## src/rtl/byte_strip_pkg.sv

```systemverilog
// rtl/byte_strip_pkg.sv - shared types and constants for the byte-striping lane scheduler
package byte_strip_pkg;

    localparam int WORD_W    = 9;
    localparam int VALID_BIT = 8;

    typedef enum logic [1:0] {
        IDLE = 2'd0,
        ODD  = 2'd1,
        PAD  = 2'd2
    } state_e;

    // Lane enable encodings: bit0 = lane0, bit1 = lane1
    localparam logic [1:0] CFG_OFF  = 2'b00;
    localparam logic [1:0] CFG_L0   = 2'b01;
    localparam logic [1:0] CFG_L1   = 2'b10;
    localparam logic [1:0] CFG_BOTH = 2'b11;

    localparam logic [7:0] DEFAULT_PAD_BYTE = 8'hBC;

endpackage

```

## src/rtl/lane_hold_reg.sv

```systemverilog
// rtl/lane_hold_reg.sv - one-entry lane beat holding register with completion counter
//   clk_i, reset_i : clock, synchronous active-high reset
//   load_i, byte_i : load {1, byte_i}; caller only loads when free_o is high
//   ready_i        : lane consumer accepts the held beat this cycle
//   free_o         : register can take a new beat this cycle
//   beat_o         : held beat, [8] = valid
//   cnt_o          : completed handshakes, wraps
module lane_hold_reg
    import byte_strip_pkg::*;
#(
    parameter int CNT_W = 16
) (
    input  logic              clk_i,
    input  logic              reset_i,
    input  logic              load_i,
    input  logic [7:0]        byte_i,
    input  logic              ready_i,
    output logic              free_o,
    output logic [WORD_W-1:0] beat_o,
    output logic [CNT_W-1:0]  cnt_o
);

    logic [WORD_W-1:0] beat_q, beat_d;
    logic [CNT_W-1:0]  cnt_q, cnt_d;
    logic              done;

    always_comb begin
        done   = beat_q[VALID_BIT] && ready_i;
        // Free in the completing cycle so back-to-back beats need no bubble
        free_o = !beat_q[VALID_BIT] || ready_i;
        beat_d = beat_q;
        if (done) begin
            beat_d = '0;
        end
        if (load_i) begin
            beat_d = {1'b1, byte_i};
        end
        cnt_d = cnt_q + CNT_W'(done);
    end

    // Reset drops a held beat without counting it
    always_ff @(posedge clk_i) begin
        if (reset_i) begin
            beat_q <= '0;
            cnt_q  <= '0;
        end else begin
            beat_q <= beat_d;
            cnt_q  <= cnt_d;
        end
    end

    assign beat_o = beat_q;
    assign cnt_o  = cnt_q;

endmodule

```

## src/rtl/byte_strip_lane_scheduler.sv

```systemverilog
// rtl/byte_strip_lane_scheduler.sv - alternates an input byte stream onto two lanes with pad alignment
//   clk2f, reset         : clock, synchronous active-high reset
//   in_data, in_ready    : input word [8]=valid [7:0]=byte, accepted when valid && in_ready
//   lane_en              : requested lane enables, sampled only between byte pairs
//   lane0/1, lane0/1_ready : registered lane beats and their consumer handshakes
//   sent0, sent1         : completed beats per lane (lane1 includes pads)
//   busy                 : pair in progress or a lane still holds a beat
module byte_strip_lane_scheduler
    import byte_strip_pkg::*;
#(
    parameter logic [7:0] PAD_BYTE = DEFAULT_PAD_BYTE,
    parameter int         PAD_WAIT = 4,
    parameter int         CNT_W    = 16
) (
    input  logic              clk2f,
    input  logic              reset,
    input  logic [WORD_W-1:0] in_data,
    output logic              in_ready,
    input  logic [1:0]        lane_en,
    input  logic              lane0_ready,
    input  logic              lane1_ready,
    output logic [WORD_W-1:0] lane0,
    output logic [WORD_W-1:0] lane1,
    output logic [CNT_W-1:0]  sent0,
    output logic [CNT_W-1:0]  sent1,
    output logic              busy
);

    state_e     state_q, state_d;
    logic [1:0] cfg_q, cfg_d;
    logic [7:0] timer_q, timer_d;
    logic       free0, free1;
    logic       load0, load1;
    logic [7:0] byte1;
    logic       tgt1;
    logic       accept;
    logic       stall;

    always_comb begin
        state_d = state_q;
        cfg_d   = cfg_q;
        timer_d = timer_q;
        load0   = 1'b0;
        load1   = 1'b0;
        byte1   = in_data[7:0];

        tgt1     = (state_q == ODD) || (cfg_q == CFG_L1);
        in_ready = !reset && (tgt1 ? free1 : free0)
                   && (state_q != PAD) && (cfg_q != CFG_OFF);
        accept   = in_data[VALID_BIT] && in_ready;
        // Data waiting on a busy lane1 is not idleness; do not count it toward a pad
        stall    = in_data[VALID_BIT] && !free1;

        // Enable changes only take effect between pairs
        if (state_q == IDLE) begin
            cfg_d = lane_en;
        end

        case (state_q)
            IDLE: begin
                timer_d = '0;
                if (accept) begin
                    load0 = !tgt1;
                    load1 = tgt1;
                    if (cfg_q == CFG_BOTH) begin
                        state_d = ODD;
                    end
                end
            end
            ODD: begin
                if (accept) begin
                    load1   = 1'b1;
                    state_d = IDLE;
                    timer_d = '0;
                end else if (!stall) begin
                    timer_d = timer_q + 8'd1;
                    if (timer_d == 8'(PAD_WAIT)) begin
                        state_d = PAD;
                        timer_d = '0;
                    end
                end
            end
            PAD: begin
                byte1 = PAD_BYTE;
                if (free1) begin
                    load1   = 1'b1;
                    state_d = IDLE;
                end
            end
            default: begin
                state_d = IDLE;
                timer_d = '0;
            end
        endcase
    end

    always_ff @(posedge clk2f) begin
        if (reset) begin
            state_q <= IDLE;
            cfg_q   <= CFG_BOTH;
            timer_q <= '0;
        end else begin
            state_q <= state_d;
            cfg_q   <= cfg_d;
            timer_q <= timer_d;
        end
    end

    lane_hold_reg #(.CNT_W(CNT_W)) u_lane0 (
        .clk_i   (clk2f),
        .reset_i (reset),
        .load_i  (load0),
        .byte_i  (in_data[7:0]),
        .ready_i (lane0_ready),
        .free_o  (free0),
        .beat_o  (lane0),
        .cnt_o   (sent0)
    );

    lane_hold_reg #(.CNT_W(CNT_W)) u_lane1 (
        .clk_i   (clk2f),
        .reset_i (reset),
        .load_i  (load1),
        .byte_i  (byte1),
        .ready_i (lane1_ready),
        .free_o  (free1),
        .beat_o  (lane1),
        .cnt_o   (sent1)
    );

    assign busy = (state_q != IDLE) || lane0[VALID_BIT] || lane1[VALID_BIT];

endmodule
```

## config.mk

```make
export PLATFORM = sky130hd
export DESIGN_NAME = byte_strip_lane_scheduler
export DESIGN_NICKNAME = d
export VERILOG_FILES = /design/src/rtl/byte_strip_pkg.sv /design/src/rtl/lane_hold_reg.sv /design/src/rtl/byte_strip_lane_scheduler.sv
export SDC_FILE = /design/constraint.sdc
export NUM_CORES = 1
export LEC_CHECK = 0
export CAP_MARGIN = 5
export CORE_MARGIN = 2
export CORE_UTILIZATION = 49
export DETAILED_ROUTE_END_ITERATION = 8
export HOLD_SLACK_MARGIN = 0.08
export PLACE_DENSITY_LB_ADDON = 0.08
export SLEW_MARGIN = 25
export SYNTH_ARGS = -nofsm -noshare
export SYNTH_HDL_FRONTEND = slang
export SYNTH_SLANG_ARGS = --single-unit
```

## constraint.sdc

```tcl
create_clock -name clk2f -period 2.1 [get_ports clk2f]
set_clock_uncertainty 0.2 [all_clocks]
set_input_delay 0.525 -clock clk2f [delete_from_list [all_inputs] [get_ports clk2f]]
set_output_delay 0.525 -clock clk2f [all_outputs]
set_load 0.02 [all_outputs]
```

==> results of run 1 <==
## Yosys cell counts, types with 4 or more instances
| library cell | instances | area share [%] |
|---|---|---|
| ha_1 | 6 | 2.7 |
| and3_1 | 4 | 0.90 |
| nand4_1 | 10 | 2.3 |
| clkbuf_1 | 6 | 0.81 |
| dfxtp_1 | 62 | 45 |
| nand2_1 | 35 | 4.7 |
| xnor2_1 | 9 | 2.8 |
| nand2b_1 | 4 | 0.90 |
| nand3_1 | 19 | 3.4 |
| xor2_1 | 17 | 5.4 |
| or3_1 | 5 | 1.1 |
| nor2b_1 | 9 | 2.0 |
| inv_1 | 10 | 1.4 |
| nor2_1 | 39 | 5.3 |
| o21ai_0 | 8 | 1.4 |
| a21oi_1 | 26 | 4.7 |
| a32oi_1 | 4 | 1.3 |
| a221oi_1 | 5 | 1.6 |
## cells by family (layout without fill, tap and decap cells)
kind of cell	count (synthesis)	in the layout	share of synthesized area, %
buffers and inverters	24	135	3.78
flip-flops	62	62	44.6
AO/OA/AOI/OAI	59	59	14.6
XOR/XNOR	26	26	8.19
adder cells (fa/ha/maj)	6	6	2.70
AND/OR/NAND/NOR	144	144	26.1
## layer usage
metal | track usage, % | up-vias | part of all wire (%) | wire length, microns
met5 | 0 | - | 0 | 0
met4 | 10.5 | 0 | 2.1 | 140
met3 | 6.70 | 13 | 6.3 | 425
met2 | 37.0 | 74 | 49 | 3280
met1 | 26.2 | 1222 | 43 | 2850
li1 | - | 1336 | - | -
## repair_timing
item | in CTS | in global routing
pin swaps | 1 | 3
resized for setup | 30 | 20
setup endpoints to repair | 32 | 18
setup buffers | 0 | 0
gates cloned | 0 | 0
hold buffers | 0 | 0
hold endpoints to repair | 0 | 0
## worst register-to-register path, delay by kind of cell, from the launching register on
kind                   cells  cell delay (ns)
and+or+nand+nor            2             0.54
AOI/OAI and AO/OA          3             0.53
DFF                        1             0.34
buffers and inverters      2             0.30
## area by class of cell
| cell class | instances | area (sq um) | area share, % |
|---|---|---|---|
| multi-input cells | 235 | 1480 | 36.7 |
| clock inverters | 5 | 57.6 | 1.43 |
| flip-flops and latches | 62 | 1240 | 30.8 |
| inverters | 10 | 37.5 | 0.932 |
| well taps | 72 | 90.1 | 2.24 |
| repair buffers | 109 | 970 | 24.1 |
| clock buffers | 11 | 151 | 3.76 |
## power by group
group	internal, W	leakage [nW]	switching, W
sequential	0.00120	0.501	0.0000136
combinational	0.000126	1.19	0.000133
clock	0.000612	0.109	0.000472
total	0.00194	1.80	0.000619
## final timing paths
kind	start	endpoint	slack, ns
max	u_lane0.cnt_o[6]	sent0[6]	0.009
min	u_lane0.beat_o[2]	u_lane0.beat_o[2]	0.27
max reg2reg	cfg_q[1]	timer_q[6]	0.12
min reg2reg	u_lane0.beat_o[2]	u_lane0.beat_o[2]	0.27
## layout by cell type (no fill, tap or decap), types with 3 or more instances in the layout
cell type,Yosys,layout
dfxtp_1,62,61
buf_4,1,43
nor2_1,39,38
clkdlybuf4s50_1,0,37
nand2_1,35,34
a21oi_1,26,24
nand3_1,19,19
xor2_1,17,17
dlygate4sd2_1,0,16
clkbuf_8,0,11
inv_1,10,10
nand4_1,10,10
xnor2_1,9,9
nor2b_1,9,8
o21ai_0,8,8
dlymetal6s2s_1,0,8
or3_1,5,5
a221oi_1,5,5
ha_1,6,5
and3_1,4,4
a32oi_1,4,4
nand2b_4,1,3
nor3_2,2,3
nand3b_1,3,3
nor4_1,3,3
## metrics by stage
stage	utilization [%]	setup slack, ns	setup TNS [ns]	hold slack, ns	cell area [sq um]
after global placement	68.7	-0.701	-13.56	0.253	3780
after detailed placement	68.7	-0.691	-14.25	0.260	3780
final	73.1	0.00920	0	0.267	4030
after floorplan	-	0.0606	0	0.271	2780
after CTS	72.5	0.00823	0	0.270	3990
after global routing	73.1	-0.00330	-0.00330	0.301	4030
## state kept, by name, summed over array words and instances (netlist names)
name            count
u_lane1.beat_o      9
cfg_q               2
u_lane0.beat_o      9
state_q             2
timer_q             8
u_lane1.cnt_o      16
u_lane0.cnt_o      16
==> run metrics, run 1 <==
# rows=27; worst slew pin tran=0.646 ns; # diodes=0; Hold Path Class=flop to flop; Buf/Inv on CP=1; Post-Layout Cell Count=504; Worst setup EP type=output port; Die Footprint=6290 sq um; slowest CP cell=clkdlybuf4s50_1; # setup viols final=0; crit path launch type=flop; Overflow after GRT=0; drt first pass iters=4; DRT iter0 DRCs=69; post-synth cell types=48; Die Y=79.3 microns; I/O pin total=67; sequential fraction of the synthesis area=44.6%; routed vias/inst=5.25; Max Cap Viol=0; CTS tree=yes; crit path max fanout=4; total power=0.00256 W; fmax=478 MHz; vias in the first global route=2,524; Clock transition at path regs=0.07 ns; final hold violations=0; WL/cell=13.3 microns; Min-Delay Path Depth=2; main flop type after synthesis=dfxtp_1; vias post-DR=2,645; status=finished clean; slew margin rel.=56.9%; die span in x=79.3 microns; Slew Viols, Final=0; Post-DRT Antenna Nets=0; Tmin final=2.09 ns; half-perimeter wire length after placement=4660 microns; yosys warns=0; I/O Buffers=66; DP Cell Count=488; CP Cell Sequence=clkdlybuf4s50_1; Final Cycle Share=99.6%; initial antenna violation count=0; Leakage=1.80 nW; Max VDD drop=0.621 mV; Residual DRC=0; Area Growth Syn to Fin=44.9%; flops & latches, synth=62; clock sinks=62; Routed WL=6700 microns; arrival time at the worst endpoint=1.37 ns; number of synthesized flops with an enable pin=0; largest net degree at the start of global routing=64; power per cell area=634 nW/um^2; syn_nets=342; GR Util All Layers=22.2%; root buffer cell=clkbuf_8; Clock H-tree levels=3; RSZ-0062 raised after global routing=true; maximum root-to-sink buffer count=2; Clk Latency, worst-skew pair=0.34 ns; Avg Synthesized Cell Area=8.66 sq um; fraction of registers with async set or reset after synthesis=0%; GPL Wtd Cong=0.774; TritonCTS buffer count=9; share of cells above drive strength 1=19.2%; crit path kind=flop to output port; Netlist Area Pre-Place=2780 sq um; Critical Path RT=1.37 ns; first-pass GRT wire length=11,000 microns; crit-path leading delay family=buffers and inverters; reg2reg path depth=7; Stages on worst setup path=1; # fillers=449; Final #Nets=448; Initial Util=50.5%; core area=5510 sq um; Crit path largest cell delay=0.63 ns; Gate Count Post-Synth=321
(Power assumes the default switching activity.)
==> inputs of run 2 (changes only) <==
--- a/config.mk
+++ b/config.mk
@@ -5,9 +5,9 @@
 export SDC_FILE = /design/constraint.sdc
 export NUM_CORES = 1
 export LEC_CHECK = 0
-export CAP_MARGIN = 5
 export CORE_MARGIN = 2
 export CORE_UTILIZATION = 49
+export CTS_CLUSTER_DIAMETER = 100
 export DETAILED_ROUTE_END_ITERATION = 8
 export HOLD_SLACK_MARGIN = 0.08
 export PLACE_DENSITY_LB_ADDON = 0.08
==> results of run 2 <==
No change in the layout: final DEF, timing and power equal those of run 1.
==> inputs of run 3 (changes only) <==
--- a/config.mk
+++ b/config.mk
@@ -5,7 +5,7 @@
 export SDC_FILE = /design/constraint.sdc
 export NUM_CORES = 1
 export LEC_CHECK = 0
-export CORE_MARGIN = 2
+export CORE_MARGIN = 1
 export CORE_UTILIZATION = 49
 export CTS_CLUSTER_DIAMETER = 100
 export DETAILED_ROUTE_END_ITERATION = 8
==> run metrics, run 3 (synthesized netlist as in run 1, its figures left out) <==
Die Y=77.3 microns (was 79.3 microns); arrival time at the worst endpoint=1.37 ns (about the same); half-perimeter wire length after placement=4560 microns (was 4660 microns); slowest CP cell=dlygate4sd2_1 (was clkdlybuf4s50_1); initial antenna violation count=0 (unchanged); I/O Buffers=66 (unchanged); Residual DRC=0 (unchanged); # setup viols final=0 (unchanged); Slew Viols, Final=0 (unchanged); crit path kind=primary input to output port (was flop to output port); Worst setup EP type=output port (unchanged); # diodes=0 (unchanged); Post-DRT Antenna Nets=0 (unchanged); Crit path largest cell delay=0.26 ns (was 0.63 ns); crit-path leading delay family=buffers and inverters (unchanged); I/O pin total=67 (unchanged); vias post-DR=2,653 (was 2,645); Initial Util=50.8% (was 50.5%); Overflow after GRT=0 (unchanged); Post-Layout Cell Count=503 (was 504); vias in the first global route=2,464 (was 2,524); maximum root-to-sink buffer count=2 (unchanged); commonest non-fill, non-tap cell in the layout=dfxtp_1 (unchanged); routed vias/inst=5.27 (was 5.25); largest net degree at the start of global routing=64 (unchanged); # rows=27 (unchanged); Die Footprint=5980 sq um (was 6290 sq um); Post-Layout Inst Area=3990 sq um (was 4030 sq um); drt first pass iters=6 (was 4); Critical Path RT=1.37 ns (about the same); CTS tree=yes (unchanged); Max VDD drop=0.499 mV (was 0.621 mV); die span in x=77.3 microns (was 79.3 microns); Placed Area=3790 sq um (was 3780 sq um); Clk Latency, worst-skew pair=0.33 ns (was 0.34 ns); root buffer cell=clkbuf_8 (unchanged); RSZ-0062 raised after global routing=true (unchanged); hold_ws=0.278 ns (was 0.267 ns); Routed WL=6660 microns (was 6700 microns); TritonCTS buffer count=9 (unchanged); slew margin rel.=55.7% (was 56.9%); WL/cell=13.2 microns (was 13.3 microns); crit path max fanout=3 (was 4); DP Cell Count=488 (unchanged); first-pass GRT wire length=11,000 microns (about the same); status=finished clean (unchanged); DRT iter0 DRCs=88 (was 69); CP Cell Sequence=dlygate4sd2_1, nor2b_2, a21oi_2, o211a_1, buf_6 (was clkdlybuf4s50_1); share of cells above drive strength 1=17.6% (was 19.2%); Area Growth Syn to Fin=43.6% (was 44.9%); post-route setup TNS=0 ns (unchanged); Clock transition at path regs=0.07 ns (about the same); GPL Wtd Cong=0.769 (was 0.774); Tmin final=2.09 ns (about the same); Final Core Density=72.9% (was 73.1%); Max Cap Viol=0 (unchanged); final hold violations=0 (unchanged); Hold Path Class=flop to flop (unchanged); GR Util All Layers=22.9% (was 22.2%); crit path launch type=primary input (was flop); most frequent cells in the layout=dfxtp_1 (62), clkdlybuf4s50_1 (42), buf_4 (42) (was dfxtp_1 (61), buf_4 (43), nor2_1 (38)); Clock H-tree levels=3 (unchanged); worst slew pin tran=0.664 ns (was 0.646 ns); Buf/Inv on CP=2 (was 1); core area=5470 sq um (was 5510 sq um); Final #Nets=448 (unchanged); clock sinks=62 (unchanged); Leakage=1.72 nW (was 1.80 nW); fmax=478 MHz (about the same); power per cell area=599 nW/um^2 (was 634 nW/um^2); Final Cycle Share=99.7% (was 99.6%); Hold-fix buffers, CTS=0 (unchanged)
==> run 3: cell types whose count changed in the layout (fill, tap and decap cells not counted), sizes merged <==
| cell | delta |
|---|---|
| clkbuf | +2 |
| dlymetal6s2s | -3 |
| bufinv | -1 |
| clkinv | -3 |
| dlygate4sd2 | -1 |
| clkdlybuf4s50 | +5 |
==> run 3: timing repair <==
item                       4_1_cts  5_1_grt
resized for setup               30       12
buffers inserted                 0        0
pin swaps                        1        0
setup endpoints to repair       27       12
==> run 3: worst min-delay path: cells and delay by family, from the launching register on <==
kind,cells,cell delay [ns]
compound gates,1,0.06
flops,1,0.31
simple gates,1,0.05
==> run 3: where the power goes <==
group	leakage, nW	switching, W	internal [W]	total [W]
sequential	0.501	0.0000141	0.00120	0.00121
clock	0.0865	0.000434	0.000486	0.000920
combinational	1.13	0.000133	0.000125	0.000258
total	1.72	0.000581	0.00181	0.00239
==> run 3: final timing paths <==
path                     start           endpoint  slack (ns)  depth (start not counted)
max                lane0_ready           in_ready       0.006                          5
min          u_lane1.beat_o[5]  u_lane1.beat_o[5]        0.28                          2
max reg2reg  u_lane1.beat_o[8]  u_lane1.cnt_o[10]        0.14                          9
min reg2reg  u_lane1.beat_o[5]  u_lane1.beat_o[5]        0.28                          2
==> run 3: per-stage QoR <==
| stage | setup WS (ns) | power (W) |
|---|---|---|
| finish | 0.00648 | 0.00239 |
| global route | -0.0408 | 0.00247 |
| CTS | 0.00114 | 0.00241 |
| detailed placement | -0.768 | 0.00150 |
| global placement | -0.749 | 0.00149 |
| floorplan | 0.0606 | 0.00136 |
==> run 3: layout make-up <==
| cell class | count | area, sq um |
|---|---|---|
| multi-input combinational | 235 | 1470 |
| clock buffer | 14 | 163 |
| tap | 72 | 90.1 |
| fill | 471 | 1480 |
| timing repair buffer | 109 | 981 |
| sequential | 62 | 1240 |
| clock inverter | 1 | 5.00 |
| inverter | 10 | 37.5 |
==> run 3: per-layer routing <==
metal,vias to the layer above,track usage [%],wire length (microns),share of wire (%)
met5,-,0,0,0
met4,0,9.06,60,0.90
met3,6,6.67,314,4.7
met2,49,38.8,3170,48
met1,1268,27.1,3110,47
li1,1330,-,-,-
